--- config.mk ---
export PLATFORM = sky130hd
export DESIGN_NAME = safe_lock_ctrl_flat
export DESIGN_NICKNAME = d
export VERILOG_FILES = /design/src/rtl/safe_lock_ctrl_pkg.sv /design/src/rtl/safe_lock_ctrl_if.sv /design/src/rtl/safe_lock_ctrl_pos_counter.sv /design/src/rtl/safe_lock_ctrl.sv /design/src/flat_wrapper.sv
export SDC_FILE = /design/constraint.sdc
export NUM_CORES = 1
export LEC_CHECK = 0
export BUFFER_PORTS_ARGS = -buffer_cell sky130_fd_sc_hd__buf_2
export CORE_ASPECT_RATIO = 1.1
export CORE_MARGIN = 1
export CORE_UTILIZATION = 30
export DETAILED_ROUTE_END_ITERATION = 8
export PLACE_DENSITY = 0.43
export SYNTH_ARGS = -nofsm -noshare
export SYNTH_HDL_FRONTEND = slang
export SYNTH_SLANG_ARGS = --single-unit
--- constraint.sdc ---
create_clock -name clk -period 2.34 [get_ports clk]
set_input_delay 0.234 -clock clk [delete_from_list [all_inputs] [get_ports clk]]
set_output_delay 0.234 -clock clk [all_outputs]
set_load 0.005 [all_outputs]
--- src/rtl/safe_lock_ctrl_pkg.sv ---
// Shared definitions for the safe combination-lock sequencer: FSM state encoding,
// digit field width and the helper that pulls one digit out of the packed code.
package safe_pkg;

  localparam int DIG_W      = 8;
  localparam int CODE_MAX_W = 256;

  typedef enum logic [2:0] {
    ST_IDLE    = 3'd0,
    ST_DIAL    = 3'd1,
    ST_CHECK   = 3'd2,
    ST_OPEN    = 3'd3,
    ST_LOCKOUT = 3'd4
  } state_t;

  // Digit i lives in bits [i*DIG_W +: DIG_W]; digit 0 sits in the LSBs.
  function automatic logic [DIG_W-1:0] code_digit(input logic [CODE_MAX_W-1:0] code,
                                                  input int idx);
    return code[idx*DIG_W +: DIG_W];
  endfunction

endpackage

--- src/rtl/safe_lock_ctrl_if.sv ---
// Bus between the encoder decoder / buttons and the lock sequencer, plus the
// sequencer's status outputs toward the display and bolt driver.
interface safe_lock_ctrl_if #(
  parameter int POS_W = 6,
  parameter int IDX_W = 2
);

  logic             cnt_n;
  logic             up;
  logic             dirch;
  logic             confirm;
  logic             lock;
  logic [POS_W-1:0] pos;
  logic [IDX_W-1:0] digit_idx;
  logic             unlocked;
  logic             alarm;
  logic             fail;

  modport master (
    output cnt_n, up, dirch, confirm, lock,
    input  pos, digit_idx, unlocked, alarm, fail
  );

  modport slave (
    input  cnt_n, up, dirch, confirm, lock,
    output pos, digit_idx, unlocked, alarm, fail
  );

endinterface

--- src/rtl/safe_lock_ctrl_pos_counter.sv ---
// Wrap-around dial position counter, 0..POS_MAX, moved one position per step.
module safe_pos_counter #(
  parameter int POS_MAX = 39,
  parameter int POS_W   = $clog2(POS_MAX + 1)
) (
  input  logic             clk,
  input  logic             rst,
  input  logic             step,
  input  logic             up,
  output logic [POS_W-1:0] pos
);

  localparam logic [POS_W-1:0] TOP = POS_W'(POS_MAX);

  logic [POS_W-1:0] pos_d;
  logic [POS_W-1:0] pos_q;

  // Next position with wrap at both ends.
  always_comb begin
    pos_d = pos_q;
    if (step) begin
      if (up) begin
        if (pos_q == TOP) begin
          pos_d = '0;
        end else begin
          pos_d = pos_q + POS_W'(1);
        end
      end else begin
        if (pos_q == '0) begin
          pos_d = TOP;
        end else begin
          pos_d = pos_q - POS_W'(1);
        end
      end
    end else begin
      pos_d = pos_q;
    end
  end

  // Position register.
  always_ff @(posedge clk or posedge rst) begin
    if (rst) begin
      pos_q <= '0;
    end else begin
      pos_q <= pos_d;
    end
  end

  assign pos = pos_q;

endmodule

--- src/rtl/safe_lock_ctrl.sv ---
// Combination-lock sequencer: captures a digit on every turn reversal, checks the
// entry on confirm and drives unlock / fail / alarm. SAFE_TIMEOUT_EN adds a dial inactivity timeout.
module safe_lock_ctrl
  import safe_pkg::*;
#(
  parameter int                    POS_MAX     = 39,
  parameter int                    NDIG        = 3,
  parameter logic [NDIG*DIG_W-1:0] CODE        = 24'h05190A,
  parameter int                    MAX_FAIL    = 3,
  parameter int                    LOCKOUT_CYC = 1000000,
  parameter int                    TIMEOUT_CYC = 5000000
) (
  input logic             clk,
  input logic             rst,
  safe_lock_ctrl_if.slave bus
);

  localparam int POS_W   = $clog2(POS_MAX + 1);
  localparam int IDX_W   = $clog2(NDIG);
  localparam int FC_W    = $clog2(MAX_FAIL + 1);
  localparam int TMR_MAX = (LOCKOUT_CYC > TIMEOUT_CYC) ? LOCKOUT_CYC : TIMEOUT_CYC;
  localparam int TMR_W   = $clog2(TMR_MAX + 1);

  localparam logic [IDX_W-1:0]      LAST_IDX  = IDX_W'(NDIG - 1);
  localparam logic [FC_W-1:0]       FAIL_LAST = FC_W'(MAX_FAIL - 1);
  localparam logic [TMR_W-1:0]      LOCK_LOAD = TMR_W'(LOCKOUT_CYC - 1);
  localparam logic [CODE_MAX_W-1:0] CODE_EXT  = CODE_MAX_W'(CODE);
`ifdef SAFE_TIMEOUT_EN
  localparam logic [TMR_W-1:0]      TMO_LOAD  = TMR_W'(TIMEOUT_CYC - 1);
`endif

  logic             step;
  logic             pos_match;
  logic [POS_W-1:0] pos_cur;

  state_t           state_d,    state_q;
  logic [IDX_W-1:0] idx_d,      idx_q;
  logic             err_d,      err_q;
  logic [FC_W-1:0]  fail_cnt_d, fail_cnt_q;
  logic [TMR_W-1:0] tmr_d,      tmr_q;
  logic             unlocked_d, unlocked_q;
  logic             alarm_d,    alarm_q;
  logic             fail_d,     fail_q;

  assign step = ~bus.cnt_n;

  safe_pos_counter #(
    .POS_MAX (POS_MAX),
    .POS_W   (POS_W)
  ) u_pos (
    .clk  (clk),
    .rst  (rst),
    .step (step),
    .up   (bus.up),
    .pos  (pos_cur)
  );

  // The registered position is the pre-step value, so a reversal coinciding with a step captures it.
  assign pos_match = (DIG_W'(pos_cur) == code_digit(CODE_EXT, int'(idx_q)));

  // Next-state, digit capture and output decode.
  always_comb begin
    state_d    = state_q;
    idx_d      = idx_q;
    err_d      = err_q;
    fail_cnt_d = fail_cnt_q;
    tmr_d      = tmr_q;
    unlocked_d = 1'b0;
    alarm_d    = 1'b0;
    fail_d     = 1'b0;
    case (state_q)
      ST_IDLE: begin
        idx_d = '0;
        if (step && bus.up) begin
          state_d = ST_DIAL;
          err_d   = 1'b0;
        end else begin
          state_d = ST_IDLE;
        end
`ifdef SAFE_TIMEOUT_EN
        tmr_d = TMO_LOAD;
`endif
      end
      ST_DIAL: begin
        // confirm takes priority over a simultaneous reversal
        if (bus.confirm) begin
          if ((idx_q != LAST_IDX) || !pos_match) begin
            err_d = 1'b1;
          end else begin
            err_d = err_q;
          end
          state_d = ST_CHECK;
        end else if (bus.dirch) begin
          if (idx_q != LAST_IDX) begin
            if (!pos_match) begin
              err_d = 1'b1;
            end else begin
              err_d = err_q;
            end
            idx_d = idx_q + IDX_W'(1);
          end else begin
            err_d = 1'b1;
          end
        end else begin
          state_d = ST_DIAL;
        end
`ifdef SAFE_TIMEOUT_EN
        if (step || bus.dirch || bus.confirm) begin
          tmr_d = TMO_LOAD;
        end else if (tmr_q == '0) begin
          state_d = ST_IDLE;
          idx_d   = '0;
        end else begin
          tmr_d = tmr_q - TMR_W'(1);
        end
`endif
      end
      ST_CHECK: begin
        if (!err_q) begin
          state_d    = ST_OPEN;
          fail_cnt_d = '0;
          unlocked_d = 1'b1;
        end else begin
          fail_d     = 1'b1;
          fail_cnt_d = fail_cnt_q + FC_W'(1);
          if (fail_cnt_q == FAIL_LAST) begin
            state_d = ST_LOCKOUT;
            tmr_d   = LOCK_LOAD;
            alarm_d = 1'b1;
          end else begin
            state_d = ST_IDLE;
            idx_d   = '0;
          end
        end
      end
      ST_OPEN: begin
        if (bus.lock) begin
          state_d = ST_IDLE;
          idx_d   = '0;
        end else begin
          state_d    = ST_OPEN;
          unlocked_d = 1'b1;
        end
      end
      ST_LOCKOUT: begin
        if (tmr_q == '0) begin
          state_d    = ST_IDLE;
          idx_d      = '0;
          fail_cnt_d = '0;
        end else begin
          tmr_d   = tmr_q - TMR_W'(1);
          alarm_d = 1'b1;
        end
      end
      default: begin
        state_d    = ST_IDLE;
        idx_d      = '0;
        err_d      = 1'b0;
        fail_cnt_d = '0;
        tmr_d      = '0;
      end
    endcase
  end

  // Sequencer state and registered outputs.
  always_ff @(posedge clk or posedge rst) begin
    if (rst) begin
      state_q    <= ST_IDLE;
      idx_q      <= '0;
      err_q      <= 1'b0;
      fail_cnt_q <= '0;
      tmr_q      <= '0;
      unlocked_q <= 1'b0;
      alarm_q    <= 1'b0;
      fail_q     <= 1'b0;
    end else begin
      state_q    <= state_d;
      idx_q      <= idx_d;
      err_q      <= err_d;
      fail_cnt_q <= fail_cnt_d;
      tmr_q      <= tmr_d;
      unlocked_q <= unlocked_d;
      alarm_q    <= alarm_d;
      fail_q     <= fail_d;
    end
  end

  assign bus.pos       = pos_cur;
  assign bus.digit_idx = idx_q;
  assign bus.unlocked  = unlocked_q;
  assign bus.alarm     = alarm_q;
  assign bus.fail      = fail_q;

endmodule
--- src/flat_wrapper.sv ---
// flat-port wrapper written by rule: the top's interface ports become plain ports
module safe_lock_ctrl_flat import safe_pkg::*;
#(
  parameter int                    POS_MAX     = 39,
  parameter int                    NDIG        = 3,
  parameter logic [NDIG*DIG_W-1:0] CODE        = 24'h05190A,
  parameter int                    MAX_FAIL    = 3,
  parameter int                    LOCKOUT_CYC = 1000000,
  parameter int                    TIMEOUT_CYC = 5000000
)
  (clk, rst, bus_cnt_n, bus_up, bus_dirch, bus_confirm, bus_lock, bus_pos, bus_digit_idx, bus_unlocked, bus_alarm, bus_fail);
  safe_lock_ctrl_if bus_i ();
  input logic clk;
  input logic rst;
  input wire logic [$bits(bus_i.cnt_n)-1:0] bus_cnt_n;
  input wire logic [$bits(bus_i.up)-1:0] bus_up;
  input wire logic [$bits(bus_i.dirch)-1:0] bus_dirch;
  input wire logic [$bits(bus_i.confirm)-1:0] bus_confirm;
  input wire logic [$bits(bus_i.lock)-1:0] bus_lock;
  output wire logic [$bits(bus_i.pos)-1:0] bus_pos;
  output wire logic [$bits(bus_i.digit_idx)-1:0] bus_digit_idx;
  output wire logic [$bits(bus_i.unlocked)-1:0] bus_unlocked;
  output wire logic [$bits(bus_i.alarm)-1:0] bus_alarm;
  output wire logic [$bits(bus_i.fail)-1:0] bus_fail;
  assign bus_i.cnt_n = bus_cnt_n;
  assign bus_i.up = bus_up;
  assign bus_i.dirch = bus_dirch;
  assign bus_i.confirm = bus_confirm;
  assign bus_i.lock = bus_lock;
  assign bus_pos = bus_i.pos;
  assign bus_digit_idx = bus_i.digit_idx;
  assign bus_unlocked = bus_i.unlocked;
  assign bus_alarm = bus_i.alarm;
  assign bus_fail = bus_i.fail;
  safe_lock_ctrl #(.POS_MAX(POS_MAX), .NDIG(NDIG), .CODE(CODE), .MAX_FAIL(MAX_FAIL), .LOCKOUT_CYC(LOCKOUT_CYC), .TIMEOUT_CYC(TIMEOUT_CYC)) u_core (.clk(clk), .rst(rst), .bus(bus_i));
endmodule
==> results of run 1 <==
-- per-stage QoR --
step	util (%)	hold slack [ns]	worst slack, ns	setup TNS, ns
after floorplan	-	0.351	-0.0894	-0.0894
after global placement	36.8	0.173	-0.0827	-0.0996
after detailed placement	36.8	0.170	-0.0632	-0.337
after CTS	38.7	0.193	-0.0647	-0.392
after global routing	39.8	0.205	-0.121	-1.37
final	39.8	0.196	-0.0733	-0.416
-- layout make-up --
type                            instances  share of cell area (%)
Tap cell                              108                    4.27
Inverter                               11                    1.30
Multi-Input combinational cell        213                    45.2
Timing Repair Buffer                   61                    15.2
Sequential cell                        40                    31.6
Clock inverter                          1                   0.158
Clock buffer                            6                    2.29
-- layer usage --
metal | vias to the layer above | track usage, % | wire length, um
li1 | 1150 | - | -
met1 | 1089 | 20.7 | 3090
met2 | 39 | 27.7 | 3240
met3 | 9 | 2.46 | 167
met4 | 0 | 4.96 | 108
met5 | - | 0 | 0
-- worst min path at each step --
stage / from / to / cells after the start / slack (ns)
finish: bus_lock / u_core.bus.unlocked$_DFF_PP0_ / 2 / 0.20
floorplan: bus_confirm / u_core.state_q[1]$_DFFE_PP0P_ / 1 / 0.35
CTS: bus_lock / u_core.bus.unlocked$_DFF_PP0_ / 2 / 0.19
global route: bus_lock / u_core.bus.unlocked$_DFF_PP0_ / 2 / 0.21
global placement: rst / u_core.u_pos.pos[3]$_DFFE_PP0N_ / 2 / 0.17
detailed placement: rst / u_core.tmr_q[1]$_DFFE_PP0P_ / 2 / 0.17
-- logic make-up after synthesis --
logic type / count (synthesis) / share of synthesized area, %
multiplexers: 1 / 0.455
adder cells (fa/ha/maj): 8 / 4.04
AND/OR/NAND/NOR: 113 / 24.9
flip-flops: 40 / 40.4
XOR/XNOR: 7 / 2.47
buffers and inverters: 27 / 4.90
AO/OA/AOI/OAI: 84 / 22.8
-- critical path, stage by stage, from the launching register on --
cell     delay (ns)
dfrtp_1        0.39
or4_4          0.55
or4_4          0.46
or4_4          0.50
or3_4          0.34
a21oi_2        0.11
-- synth_stat cells, drive strengths merged (7+ instances only) --
master and instances:
dfrtp 40, nor2 30, a21oi 27, o21ai 16, nand2 15, clkbuf 12, inv 11, nor3 11
ha 8, nand3 8, or4 8, or3 7
-- power breakdown --
part	internal, uW	switching [uW]	total, uW
Combinational	1160	1210	2370
Sequential	927	262	1190
Clock	203	249	452
Total	2290	1720	4010
-- state kept, by name, summed over array words and instances, names as in the netlist --
register / flops
u_core.tmr_q: 23
u_core.u_pos.pos: 6
u_core.state_q: 3
u_core.bus.digit_idx: 2
u_core.fail_cnt_q: 2
u_core.bus.alarm: 1
u_core.bus.fail: 1
u_core.bus.unlocked: 1
u_core.err_q: 1
-- timing repair --
action	4_1_cts	5_1_grt
hold buffers	1	0
gates cloned	1	1
setup endpoints to repair	15	19
pin swaps	2	7
setup buffers	2	1
endpoints found under the hold margin	7	0
gates resized for setup	9	22
==> impl_metrics.csv, run 1 <==
group,metric,value,unit
synthesis,netlist_area,0.00248,mm^2
worst_setup_path,r2r_start,"u_core.tmr_q[14]$_DFFE_PP0P_",
final_layout,final_area,0.00317,mm^2
global_route,grt_pass1_vias,2231,
synthesis,ys_seq_area_share,40.4,%
final_layout,syn2layout_area_growth,27.8,%
route,wl,6600,um
synthesis,synth_top_area_share,40.4,%
cts,cts_buffers,5,
cts,cts_root_buf,"clkbuf_8",
final_layout,final_cell_mix,"dfrtp_1, buf_4, nor2_1",
route,route.detailed.drc,0,
job,drv_cap,0,
timing,slew_violations,0,
worst_setup_path,worst-setup-path-type,"reg2reg",
cts,clkSinkCount,40,
timing,rsz0062_at_grt,"yes",
synthesis,synth_edf_count,0,
synthesis,ys.flop_type,"dfrtp_1",
power_and_ir_drop,power_density,1270,mW/mm^2
final_layout,fin_cells,440,
global_route,grt_start_max_net_pins,24,
timing,finalSetupViolations,11,
timing,fin_crit_sh,103,%
worst_setup_path,cp.required,2.57,ns
route,drtIter0Drc,148,
worst_setup_path,critPathLaunchType,"flip-flop",
placed_design,dp_cells,427,
timing,worst_pin_slew,0.644,ns
worst_setup_path,crit_start,"u_core.tmr_q[14]$_DFFE_PP0P_",
power_and_ir_drop,cellLeakagePower,0.00136,uW
global_route,grt-ovfl-total,0,
final_layout,num_antenna_cells,0,
power_and_ir_drop,ir_drop,0.444,mV
cts,cts_tree,"built",
timing,fin_skew,0.00716,ns
timing,finalWorstSetupSlack,-0.0733,ns
hold_path,worstHoldPathType,"in2reg",
floorplanning,io_pins,18,
route,wl_per_cell,15.0,um
synthesis,avgSynthCellArea,8.85,um^2
floorplanning,die_h,97.3,um
status,status,"finished, violations left",
final_layout,multi_input_area,0.00143,mm^2
cts,htree_levels,2,
final_layout,finalNetCount,347,
final_layout,layout_commonest_cell,"dfrtp_1",
timing,hold_viol,0,
worst_setup_path,r2r_slack,-0.07,ns
cts,clk_pin_slew,0.08,ns
synthesis,yosysTopAreaCell,"dfrtp_1",
placed_design,detailed_place_hpwl,4630,um
floorplanning,dieArea,0.00863,mm^2
floorplanning,initial_core_util,31.1,%
placed_design,gp_congestion,0.762,
worst_setup_path,crit_path_end_kind,"flip-flop",
final_layout,regArea,0.00100,mm^2
route,first_pass_iters,4,
status,violations,"negative setup slack",
synthesis,yosysWarnings,0,
global_route,grt_usage,16.2,%
cts,insertion_delay,0.29,ns
floorplanning,coreArea,0.00796,mm^2
synthesis,syn-num-nets,295,
route,viasPerCell,5.20,
floorplanning,num_rows,34,
placed_design,place_area,0.00293,mm^2
power_and_ir_drop,p_total,4010,uW
placed_design,portBuffers,17,
synthesis,synthCells,280,
timing,max_freq,414,MHz
synthesis,synth.distinct_cells,53,
worst_setup_path,endpoint,"u_core.tmr_q[21]$_DFFE_PP0P_",
final_layout,drive_above_1_share,27.1,%
synthesis,ys_async_sr_fraction,100,%
global_route,grt_pass1_wl,10900,um
route,antenna_left,0,
worst_setup_path,r2r_cells,5,
timing,period_needed,2.41,ns
synthesis,ys_ff_latch,40,
route,vias,2287,
timing,slew_headroom,56.6,%
worst_setup_path,timing.rr.end,"u_core.tmr_q[21]$_DFFE_PP0P_",
worst_setup_path,crit_fanout,3,
floorplanning,fp.dieW,88.6,um
global_route,antenna_found_initial,0,
worst_setup_path,critPathArrivalTime,2.64,ns
cts,clock_path_buffers,2,
final_layout,num-fill-cells,830,
synthesis,synth_area_leaders,"dfrtp_1, a21oi_1, nor2_1",
Power figures use the tool's default switching activity.
==> inputs of run 2 (changes only) <==
Settings changed: SETUP_SLACK_MARGIN set to 0.1.
==> run 2 against run 1 <==
The run still ends with negative setup slack left; largest cell class unchanged; highest routed layer unchanged; sequential power barely moved; critical endpoint unchanged; global-route usage rose by 1.3 points; clock skew barely moved; sequential share of layout area down 2.7 points; combinational power rose by 13%; design area is 9.5% higher; total power rose by 9.4%; fmax fell by 0.66%; count of clock-buffer cells in the layout unchanged; via count is 5.4% higher.
==> impl_metrics.csv, run 2 (synthesis gave the netlist of run 1 again) <==
group,metric,value,unit
cts,cts_root_buf,"clkbuf_8",
job,drv_cap,0,
route,first_pass_iters,4,
route,viasPerCell,5.36,
timing,tns,-0.384,ns
route,wl_per_cell,15.9,um
cts,clock_path_buffers,2,
placed_design,gp_congestion,0.774,
cts,cts_tree,"built",
global_route,grt_pass1_wl,11700,um
final_layout,syn2layout_area_growth,39.9,%
floorplanning,die_h,97.3,um
route,wl,7140,um
worst_setup_path,critPathLaunchType,"flip-flop",
global_route,use_met1,24.3,%
placed_design,portBuffers,17,
global_route,grt_usage,17.6,%
cts,htree_levels,2,
final_layout,num-fill-cells,788,
power_and_ir_drop,p_total,4390,uW
route,drtIter0Drc,142,
global_route,grt_start_max_net_pins,22,
global_route,antenna_found_initial,0,
final_layout,finalNetCount,356,
floorplanning,coreArea,0.00796,mm^2
final_layout,final_cell_mix,"buf_4, dfrtp_1, nor2_1",
timing,fin_skew,0.00727,ns
timing,rsz0062_at_grt,"yes",
worst_setup_path,r2r_slack,-0.09,ns
timing,period_needed,2.43,ns
worst_setup_path,crit_path_end_kind,"flip-flop",
cts,clkSinkCount,40,
worst_setup_path,worst-setup-path-type,"reg2reg",
global_route,grt.busiest_layer,"met2",
global_route,grt_pass1_vias,2312,
timing,fin_crit_sh,104,%
final_layout,largest_reg_flops,23,
timing,worst_pin_slew,0.431,ns
placed_design,detailed_place_hpwl,4460,um
global_route,grt_use_met2,28.1,%
timing,hold_viol,0,
final_layout,drive_above_1_share,37.1,%
final_layout,final_area,0.00347,mm^2
cts,cts_buffers,5,
hold_path,worstHoldPathType,"in2reg",
route,antenna_left,0,
cts,insertion_delay,0.30,ns
timing,slew_headroom,71.0,%
floorplanning,dieArea,0.00863,mm^2
floorplanning,num_rows,34,
timing,hold_ws,0.227,ns
power_and_ir_drop,cellLeakagePower,0.00147,uW
timing,slew_violations,0,
final_layout,regArea,0.00100,mm^2
floorplanning,io_pins,18,
timing,finalSetupViolations,10,
cts,clk_pin_slew,0.08,ns
power_and_ir_drop,ir_drop,0.462,mV
final_layout,fin_cells,450,
floorplanning,fp.dieW,88.6,um
power_and_ir_drop,power_density,1270,mW/mm^2
worst_setup_path,cp.required,2.58,ns
status,violations,"negative setup slack",
placed_design,dp_cells,425,
global_route,grt-ovfl-total,0,
worst_setup_path,critPathArrivalTime,2.67,ns
floorplanning,initial_core_util,31.1,%
final_layout,num_antenna_cells,0,
placed_design,place_area,0.00290,mm^2
worst_setup_path,crit_fanout,5,
timing,finalWorstSetupSlack,-0.0894,ns
final_layout,layout_commonest_cell,"buf_4",
final_layout,largest_register,"u_core.tmr_q",
timing,max_freq,412,MHz
status,status,"finished, violations left",
route,vias,2410,
global_route,met3_usage,2.55,%
final_layout,multi_input_area,0.00160,mm^2
route,route.detailed.drc,0,
-- run 2: cell types whose count changed in the layout (fill, tap and decap cells not counted), sizes merged --
cell and change:
clkinv +1, clkbuf +2, buf +7
-- run 2: through the flow --
stage / worst slack [ns] / util [%]
2_1_floorplan: -0.0894 / -
3_3_place_gp: -0.0723 / 36.5
3_5_place_dp: -0.0979 / 36.5
4_1_cts: -0.0701 / 40.3
5_1_grt: -0.146 / 43.6
6_report: -0.0894 / 43.6
-- run 2: routing by layer --
layer  up-vias  wire [um]
met2        49       3460
li1       1165          -
met4         0        216
met1      1178       3280
met3        18        190
met5         -          0
-- run 2: worst paths after layout --
kind | from | to | depth (start not counted)
worst max-delay path | u_core.tmr_q[14]$_DFFE_PP0P_ | u_core.tmr_q[21]$_DFFE_PP0P_ | 5
worst min-delay path | bus_confirm | u_core.state_q[1]$_DFFE_PP0P_ | 2
worst max register to register | u_core.tmr_q[14]$_DFFE_PP0P_ | u_core.tmr_q[21]$_DFFE_PP0P_ | 5
worst min register to register | u_core.tmr_q[22]$_DFFE_PP0P_ | u_core.tmr_q[22]$_DFFE_PP0P_ | 1
max in group asynchronous | rst | u_core.tmr_q[9]$_DFFE_PP0P_ | 4
min in group asynchronous | rst | u_core.tmr_q[2]$_DFFE_PP0P_ | 4
-- run 2: critical path: stages (launching register included) --
cell and delay, ns:
dfrtp_1 0.38, or4_4 0.55, or4_4 0.49, or4_4 0.50
or3_4 0.34, a21oi_2 0.11
-- run 2: power breakdown --
group          internal, uW  switching, uW
Combinational          1290           1390
Clock                   236            264
Sequential              926            282
-- run 2: timing repair --
action                     CTS  global route
setup endpoints to repair   19            25
pin swaps                    6             8
hold buffers                 1             0
gates resized for setup     18            42
hold endpoints to repair    40             0
cloned                       2             2
buffers inserted             8             4
-- run 2: final cells by class --
type | instances | area share [%]
Multi-Input combinational cell | 213 | 46.0
Sequential cell | 40 | 28.9
Timing Repair Buffer | 70 | 17.4
Tap cell | 108 | 3.90
Clock buffer | 6 | 2.38
Inverter | 11 | 1.19
Clock inverter | 2 | 0.289
==> inputs of run 3 (changes only) <==
Settings changed: MAX_ROUTING_LAYER set to met4, SKIP_LAST_GASP set to 1.
==> run 3 against run 2 <==
The flow still finishes with violations (negative setup slack); non-clock buffer count unchanged; total power down 1.5%; die area unchanged; setup slack better by 0.0094 ns; first-iteration DRC count down 2.1%; global-route usage up 0.38 points; wire length down 1.4%; critical endpoint unchanged.
==> impl_metrics.csv, run 3 (synthesis gave the netlist of run 1 again) <==
group,metric,value,unit
cts,clk_pin_slew,0.08,ns
power_and_ir_drop,power_density,1260,mW/mm^2
worst_setup_path,critPathArrivalTime,2.65,ns
global_route,grt_start_max_net_pins,22,
job,drv_cap,0,
timing,rsz0062_at_grt,"yes",
placed_design,gp_congestion,0.785,
placed_design,detailed_place_hpwl,4460,um
global_route,antenna_found_initial,0,
route,highest_layer,"met4",
cts,clock_path_buffers,2,
worst_setup_path,crit_buf_inv,0,
global_route,grt-ovfl-total,0,
placed_design,dp_cells,425,
final_layout,syn2layout_area_growth,37.9,%
route,first_pass_iters,4,
final_layout,layout_commonest_cell,"buf_4",
route,m1WireLength,3250,um
route,viasPerCell,5.30,
power_and_ir_drop,p_comb_share,60.5,%
final_layout,num_antenna_cells,0,
cts,clkSinkCount,40,
cts,htree_levels,2,
final_layout,finalNetCount,356,
route,wl_met2,3470,um
global_route,grt_usage,18.0,%
timing,worst_pin_slew,0.426,ns
floorplanning,initial_core_util,31.1,%
worst_setup_path,r2r_slack,-0.08,ns
cts,cts_buffers,5,
power_and_ir_drop,ir_drop,0.458,mV
status,violations,"negative setup slack",
final_layout,final_cell_mix,"buf_4, dfrtp_1, nor2_1",
hold_path,hold_path_depth,2,
timing,finalWorstSetupSlack,-0.0801,ns
route,wl,7040,um
worst_setup_path,crit_family,"simple AND/OR/NAND/NOR gates",
worst_setup_path,crit_fanout,5,
placed_design,portBuffers,17,
timing,finalSetupViolations,9,
global_route,grt_pass1_vias,2308,
final_layout,fin_cells,450,
final_layout,largest_reg_flops,23,
route,vias,2385,
route,antenna_left,0,
cts,cts_tree,"built",
timing,fin_crit_sh,103,%
hold_path,worstHoldPathType,"in2reg",
worst_setup_path,slowest_delay,0.55,ns
power_and_ir_drop,seq_power_share,28.0,%
worst_setup_path,crit_path_end_kind,"flip-flop",
floorplanning,dieArea,0.00863,mm^2
floorplanning,coreArea,0.00796,mm^2
final_layout,drive_above_1_share,36.0,%
floorplanning,io_pins,18,
timing,slew_headroom,71.4,%
cts,cts_root_buf,"clkbuf_8",
global_route,grt_pass1_wl,11600,um
route,drtIter0Drc,139,
route,wl_per_cell,15.6,um
power_and_ir_drop,p_total,4320,uW
worst_setup_path,path_cells,"or4_4, or4_4, or4_4, or3_1, a21oi_2",
power_and_ir_drop,switching_share,43.6,%
worst_setup_path,cp_slowest_cell,"or4_4",
floorplanning,die_h,97.3,um
power_and_ir_drop,cellLeakagePower,0.00145,uW
placed_design,pre_cts_slack,-0.0979,ns
timing,max_freq,413,MHz
worst_setup_path,r2r_cells,5,
timing,period_needed,2.42,ns
route,route.detailed.drc,0,
timing,slew_violations,0,
worst_setup_path,cp.required,2.57,ns
worst_setup_path,cp.depth,5,
worst_setup_path,crit_path_frequent_cell,"or4_4",
worst_setup_path,worst-setup-path-type,"reg2reg",
power_and_ir_drop,internal-power,2440,uW
timing,fin_skew,0.00681,ns
power_and_ir_drop,clockPowerShare,11.5,%
worst_setup_path,critPathLaunchType,"flip-flop",
power_and_ir_drop,power_switching,1880,uW
final_layout,largest_register,"u_core.tmr_q",
status,status,"finished, violations left",
timing,hold_viol,0,
floorplanning,fp.dieW,88.6,um
floorplanning,num_rows,34,
cts,insertion_delay,0.30,ns
route,wl_met3,230,um
## run 3: path summary, 6_finish.rpt
check                                        startpoint                            end
min reg2reg                u_core.tmr_q[22]$_DFFE_PP0P_   u_core.tmr_q[22]$_DFFE_PP0P_
max reg2reg                u_core.tmr_q[14]$_DFFE_PP0P_   u_core.tmr_q[21]$_DFFE_PP0P_
min in group asynchronous                           rst    u_core.tmr_q[2]$_DFFE_PP0P_
max in group asynchronous                           rst    u_core.tmr_q[9]$_DFFE_PP0P_
max                        u_core.tmr_q[14]$_DFFE_PP0P_   u_core.tmr_q[21]$_DFFE_PP0P_
min                                         bus_confirm  u_core.state_q[1]$_DFFE_PP0P_
## run 3: final cells by class
type                    instances  area (um^2)
clock buffers                   6         82.6
clock inverters                 2         10.0
fillers                       801         4540
inverters                      11         41.3
multi-input cells             213         1560
flip-flops and latches         40         1000
well taps                     108          135
repair buffers                 70          586
## run 3: repair_timing
item                       in CTS  in global routing
resized for setup              14                 40
hold buffers                    1                  0
hold endpoints to repair       40                  0
buffers inserted                8                  5
cloned                          2                  2
pin swaps                       6                 10
setup endpoints to repair      19                 25
## run 3: power by group through the flow
stage | sequential, uW | clock [uW] | combinational, uW
after floorplan | 1130 | 0 | 1400
after global placement | 1190 | 0 | 2090
after detailed placement | 1190 | 0 | 2080
after CTS | 1170 | 514 | 2340
after global routing | 1260 | 555 | 2880
final | 1210 | 496 | 2620
## run 3: metrics by stage
step,hold WS (ns),utilization (%),setup TNS [ns],area (um^2)
after floorplan,0.351,-,-0.0894,2480
after global placement,0.291,36.5,-0.0723,2900
after detailed placement,0.294,36.5,-0.0979,2900
after CTS,0.226,40.0,-0.0907,3180
after global routing,0.233,43.0,-0.892,3420
final,0.229,43.0,-0.309,3420
## run 3: worst reg2reg max path: cells and delay by family, from the launching register on
family / cells / cell delay, ns
flip-flops: 1 / 0.38
AO/OA/AOI/OAI: 1 / 0.11
AND/OR/NAND/NOR: 4 / 1.87
## run 3: layer usage
metal / up-vias / track usage (%)
li1: 1164 / -
met1: 1159 / 24.0
met2: 54 / 27.9
met3: 8 / 2.55
met4: 0 / 5.58
met5: - / -
